### src/rtl/uart_receiver.sv
// rtl/uart_receiver.sv - 8N1 UART receiver with oversampled mid-bit sampling
// Start glitches are rejected at the start-bit midpoint; a low stop bit parks the FSM in BREAK until the line idles.
module uart_receiver #(
  parameter int DATA_BITS  = 8,
  parameter int OVERSAMPLE = 16
) (
  input  logic                 baud_clk,
  input  logic                 reset,
  input  logic                 rx,
  output logic [DATA_BITS-1:0] Data,
  output logic                 valid,
  output logic                 frame_error,
  output logic                 busy
);

  localparam int CNT_W = $clog2(OVERSAMPLE);
  localparam int IDX_W = (DATA_BITS > 1) ? $clog2(DATA_BITS) : 1;
  localparam logic [CNT_W-1:0] CNT_HALF = CNT_W'(OVERSAMPLE / 2 - 1);
  localparam logic [CNT_W-1:0] CNT_LAST = CNT_W'(OVERSAMPLE - 1);
  localparam logic [IDX_W-1:0] IDX_LAST = IDX_W'(DATA_BITS - 1);

  typedef enum logic [2:0] {
    S_IDLE,
    S_START,
    S_DATA,
    S_STOP,
    S_BREAK
  } state_t;

  state_t               state_q;
  logic                 rx_meta_q;
  logic                 rx_s_q;
  logic [CNT_W-1:0]     cnt_q;
  logic [IDX_W-1:0]     idx_q;
  logic [DATA_BITS-1:0] shift_q;
  logic [DATA_BITS-1:0] data_q;
  logic                 valid_q;
  logic                 frame_error_q;
  logic                 busy_q;

  always_ff @(posedge baud_clk) begin
    if (reset) begin
      state_q       <= S_IDLE;
      rx_meta_q     <= 1'b1;
      rx_s_q        <= 1'b1;
      cnt_q         <= '0;
      idx_q         <= '0;
      shift_q       <= '0;
      data_q        <= '0;
      valid_q       <= 1'b0;
      frame_error_q <= 1'b0;
      busy_q        <= 1'b0;
    end else begin
      rx_meta_q     <= rx;
      rx_s_q        <= rx_meta_q;
      valid_q       <= 1'b0;
      frame_error_q <= 1'b0;
      // busy_q tracks the next state so it matches state_q on every cycle
      case (state_q)
        S_IDLE: begin
          cnt_q <= '0;
          if (!rx_s_q) begin
            state_q <= S_START;
            busy_q  <= 1'b1;
          end
        end
        S_START: begin
          if (cnt_q == CNT_HALF) begin
            cnt_q <= '0;
            idx_q <= '0;
            if (!rx_s_q) begin
              state_q <= S_DATA;
            end else begin
              state_q <= S_IDLE;
              busy_q  <= 1'b0;
            end
          end else begin
            cnt_q <= cnt_q + 1'b1;
          end
        end
        S_DATA: begin
          if (cnt_q == CNT_LAST) begin
            cnt_q          <= '0;
            shift_q[idx_q] <= rx_s_q;
            if (idx_q == IDX_LAST) begin
              idx_q   <= '0;
              state_q <= S_STOP;
            end else begin
              idx_q <= idx_q + 1'b1;
            end
          end else begin
            cnt_q <= cnt_q + 1'b1;
          end
        end
        S_STOP: begin
          if (cnt_q == CNT_LAST) begin
            cnt_q  <= '0;
            data_q <= shift_q;
            if (rx_s_q) begin
              valid_q <= 1'b1;
              state_q <= S_IDLE;
              busy_q  <= 1'b0;
            end else begin
              frame_error_q <= 1'b1;
              state_q       <= S_BREAK;
            end
          end else begin
            cnt_q <= cnt_q + 1'b1;
          end
        end
        S_BREAK: begin
          if (rx_s_q) begin
            state_q <= S_IDLE;
            busy_q  <= 1'b0;
          end
        end
        default: begin
          state_q <= S_IDLE;
          busy_q  <= 1'b0;
        end
      endcase
    end
  end

  assign Data        = data_q;
  assign valid       = valid_q;
  assign frame_error = frame_error_q;
  assign busy        = busy_q;

endmodule

### config.mk
export PLATFORM = sky130hd
export DESIGN_NAME = uart_receiver
export DESIGN_NICKNAME = d
export VERILOG_FILES = /design/src/rtl/uart_receiver.sv
export SDC_FILE = /design/constraint.sdc
export NUM_CORES = 1
export LEC_CHECK = 0
export BUFFER_PORTS_ARGS = -buffer_cell sky130_fd_sc_hd__buf_2
export CORE_MARGIN = 1
export CORE_UTILIZATION = 39
export CTS_BUF_LIST = sky130_fd_sc_hd__clkbuf_2 sky130_fd_sc_hd__clkbuf_4 sky130_fd_sc_hd__clkbuf_8
export CTS_CLUSTER_DIAMETER = 30
export DETAILED_ROUTE_END_ITERATION = 8
export GPL_ROUTABILITY_DRIVEN = 0
export GPL_TIMING_DRIVEN = 1
export PLACE_DENSITY = 0.65
export SYNTH_ARGS = -nofsm -noshare
export SYNTH_HDL_FRONTEND = slang
export SYNTH_SLANG_ARGS = --single-unit
### constraint.sdc
create_clock -name baud_clk -period 3.5 [get_ports baud_clk]
set_input_delay 0.175 -clock baud_clk [delete_from_list [all_inputs] [get_ports baud_clk]]
set_output_delay 0.175 -clock baud_clk [all_outputs]
set_load 0.005 [all_outputs]
# Word-level counts from Yosys, hierarchy flattened
# Index checks and enable logic that the tools add are counted.
# totals
inputBits	3
register_bits	31
output_inout_bits	11
wordCells	67
# classes
eq_ne	13
muxes	26
add_sub_neg	2
reduce_logical	11
n_lt_le_gt_ge	2
bitwise_logic	3
# ops
op	count
$mux W3	10
$pmux W3 S5	1
$ne A2 B2 Y1 const B	6
$pmux W4 S3	1
$bwmux W8	1
$mux W4	2
$mux W1	7
$eq A3 B2 Y1 const B	2
$eq A3 B3 Y1 const B	2
$pmux W3 S2	1
$reduce_and A6 Y1	1
$pmux W1 S5	1
$add A4 B1 Y4 const B	1
$eq A4 B3 Y1 const B	1
$eq A4 B4 Y1 const B	1
$lt A3 B4 Y1 const B	1
$reduce_and A2 Y1	2
$reduce_and A4 Y1	1
$add A3 B1 Y3 const B	1
$demux W1 S3	1
$eq A3 B1 Y1 const B	1
$ge A3 B1 Y1 const B	1
$logic_not A3 Y1	1
$not A1 Y1	3
other kinds (7)	7

# Logic depth before layout (Yosys ltp)
# logic_depth
ltp_word	5
mapped_depth	7
ltp_nobuf	5

# Worst setup path before layout
# Ideal clock, no wire load.
# synth_timing
kind	reg-to-reg
start	reg cnt_q[0]
end	reg cnt_q[0]
required_time_ns	3.425
setup_ns	0.075
n_path_buf	1
arrival_ns	1.314
stages_incl_launch_ff	6
setup_slack_ns	2.111
period_less_slack_ns	1.389
path_cell_list	dfxtp_1 -> ha_1 -> clkbuf_2 -> and4_4 -> or4_1 -> o22ai_1
# synth_via
elab_chain_len	3
elab_cells_between_ends	6
cone_classes	add/sub (1); eq/ne (2); mux (3)
# synth_lines
item	line	rtl
start, declared	33	logic [CNT_W-1:0] cnt_q;
start signal, assigned	78	cnt_q <= cnt_q + 1'b1;
start signal, assigned	92	cnt_q <= cnt_q + 1'b1;
start signal, assigned	108	cnt_q <= cnt_q + 1'b1;
$add A4 B1 Y4 (tied with other cells)	78, 92, 108	
$mux W4 (on tied branches)	82, 96, 68	
$pmux W4 S3 (*)	59	case (state_q)
# Mark *: on every way between the ends. The rest lies on a longest branch, timed or not.
# A chain may end at the register's enable or synchronous reset.

# Final worst setup path
# layout_timing
start	reg cnt_q[0]
end	reg shift_q[4]
# layout_via
elab_chain_len	2
# layout_lines
item	line	rtl
$eq A4 B4 Y1	82	if (cnt_q == CNT_LAST) begin
$reduce_and A2 Y1 (no line)	-	
end signal, assigned by index	84	shift_q[idx_q] <= rx_s_q;
end, declared	35	logic [DATA_BITS-1:0] shift_q;
# Every way passes these cells.

==> results.sh <==
export IMPL_synth_area_mux_share_pct=7.28
export IMPL_syn_area_sq_mm=0.00151
export IMPL_synth_ff_type="dfxtp_1"
export IMPL_antenna_cells=0
export IMPL_synth_top_family_by_area="simple AND/OR/NAND/NOR gates"
export IMPL_io_pins=14
export IMPL_cp_cell_sequence="ha_1, and3b_1, nand4b_1, mux2i_1"
export IMPL_insertion_delay_ns=0.28
export IMPL_cts_root_buf="clkbuf_8"
export IMPL_fin_nets=177
export IMPL_critPathArrivalTime_ns=1.99
export IMPL_fin_worst_skew_ns=0.00407
export IMPL_period_minus_slack_ns=1.83
export IMPL_synthCells=166
export IMPL_fin_ws_ns=1.67
export IMPL_slew_headroom_pct=58.0
export IMPL_pre_cts_slack_ns=1.72
export IMPL_start_util_pct=41.0
export IMPL_area_growth_pct=9.02
export IMPL_drive_above_1_share_pct=18.6
export IMPL_ys_ff_latch=31
export IMPL_die_h_um=64.3
export IMPL_max_clock_freq_mhz=546
export IMPL_grt_usage_pct=16.3
export IMPL_cts_buffers=5
export IMPL_grt_pass1_vias=1121
export IMPL_cts_sinks=31
export IMPL_wirelength_mm=2.98
export IMPL_crit_type="reg2reg"
export IMPL_clkTransAtPathRegs_ns=0.06
export IMPL_cts_resized_gates=0
export IMPL_dpl_hpwl_mm=1.89
export IMPL_cts_path_max_buffers=2
export IMPL_grt_overflow=0
export IMPL_slowest_stage="and3b_1"
export IMPL_post_drt_wl_per_cell_um=13.5
export IMPL_synth_adder_area_share_pct=2.48
export IMPL_p_leak_nw=0.634
export IMPL_dieArea_sq_mm=0.00413
export IMPL_final_cell_mix="dfxtp_1 (31), a21oi_1 (13), buf_2 (13)"
export IMPL_worst_path_buf_inv=0
export IMPL_vias=1176
export IMPL_fp_dieW_um=64.3
export IMPL_placed_cells=212
export IMPL_endpoint_kind="register"
export IMPL_peakVddDrop_v=0.000256
export IMPL_crit_family="simple AND/OR/NAND/NOR gates"
export IMPL_instances_no_fill=220
export IMPL_cts_tree="done"
export IMPL_powerDensity_mw_per_mm2=405
export IMPL_synth_compound_area_share_pct=14.7
export IMPL_crit_required_ns=3.66
export IMPL_worstHoldPathType="in2reg"
export IMPL_ant_nets=0
export IMPL_cpPeakStageDelay_ns=0.62
export IMPL_crit_fanout=17
export IMPL_tns_ns=0
export IMPL_yosys_area_share_simple_pct=28.2
export IMPL_hold_violations=0
export IMPL_grt_antenna_before_repair=0
export IMPL_synthArstFlopShare_pct=0
export IMPL_crit_path_start_kind="register"
export IMPL_layout_commonest_cell="dfxtp_1"
export IMPL_slew_violations=0
export IMPL_ys_types=46
export IMPL_grt_pass1_wl_mm=5.17
export IMPL_holdBufCountCts=0
export IMPL_finalCritPeriodShare_pct=52.3
export IMPL_maxCapViolCount=0
export IMPL_totalPowerFinal_w=0.000667
export IMPL_ys_warn_count=0
export IMPL_fillers=372
export IMPL_dr_pass1_iters=4
export IMPL_status="complete, no violations"
export IMPL_synth_nets=172
export IMPL_grt_max_degree=36
export IMPL_syn_avg_cell_area_sq_um=9.11
export IMPL_route_detailed_drc=0
export IMPL_synth_xor_area_share_pct=0.579
export IMPL_rsz0062_at_grt="false"
export IMPL_setup_violations=0
export IMPL_worst_pin_slew_ns=0.630
export IMPL_final_util_pct=44.7
export IMPL_synth_edf_count=0
export IMPL_io_buffers=13
export IMPL_cts_setup_buffers=0
export IMPL_dr_first_iter_drc_count=126
export IMPL_viasPerCell=5.35
export IMPL_seq_area_frac_synth_pct=41.1
export IMPL_fp_coreArea_sq_mm=0.00369
export IMPL_ctsHtreeMaxLevel=2
export IMPL_num_rows=22
-- path summary, 6_finish.rpt --
path	start	end	slack (ns)	depth (start not counted)
min reg2reg	rx_meta_q	rx_s_q	0.41	1
min	rx	rx_meta_q	0.07	2
max	cnt_q[0]	shift_q[4]	1.67	4
max reg2reg	cnt_q[0]	shift_q[4]	1.67	4
-- report_power, final --
part | internal, W | switching [W]
combinational | 0.0000104 | 0.0000113
sequential | 0.000356 | 0.00000427
clock | 0.000155 | 0.000130
-- metal layers --
metal	GRT usage, %	vias up	part of all wire [%]
met5	0	-	0
met4	6.67	0	1.4
met3	4.46	5	3.3
met2	24.5	19	45
met1	21.8	547	51
li1	-	605	-
-- worst register-to-register path, stage by stage (launching register included) --
cell and delay (ns):
dfxtp_1 0.40, ha_1 0.33, and3b_1 0.62, nand4b_1 0.20
mux2i_1 0.16
-- sequential cells by signal, indices dropped and copies added (netlist names) --
signal	cells
Data	8
shift_q	8
cnt_q	4
idx_q	3
state_q	3
busy	1
frame_error	1
rx_meta_q	1
rx_s_q	1
valid	1
-- layout make-up --
cell class	instances	area, sq um	area share [%]
clock buffers	7	83.8	5.09
clock inverters	1	5.00	0.304
inverters	2	7.51	0.456
multi-input cells	118	806	48.9
flip-flops and latches	31	621	37.7
well taps	48	60.1	3.64
repair buffers	13	65.1	3.95
-- stage by stage --
step                      hold slack (ns)  area, sq um
after floorplan                     0.279         1510
after global placement              0.364         1560
after detailed placement            0.367         1560
after CTS                          0.0730         1650
after global routing               0.0834         1650
final                              0.0728         1650
-- cell families after synthesis --
logic type	after synthesis
mux	11
compound gates	35
fa+ha+maj	3
flops	31
simple gates	68
xor+xnor	1
buf+inv	17
-- cell usage after synthesis (all sizes together), types with 2 or more instances --
master	number	area, sq um
o21ai	12	60.1
a21oi	14	81.3
or3b	2	20.0
or2	2	12.5
nand4	3	18.8
nor2	8	30.0
nand4b	4	35.0
ha	3	37.5
nor2b	3	18.8
clkbuf	5	20.0
nand3	12	60.1
inv	2	7.51
nand3b	5	37.5
a211oi	2	20.0
nand2	6	25.0
buf	10	57.6
dfxtp	31	621
mux2i	11	110
nand2b	12	75.1
No activity file was read; power rests on OpenSTA's default activity.
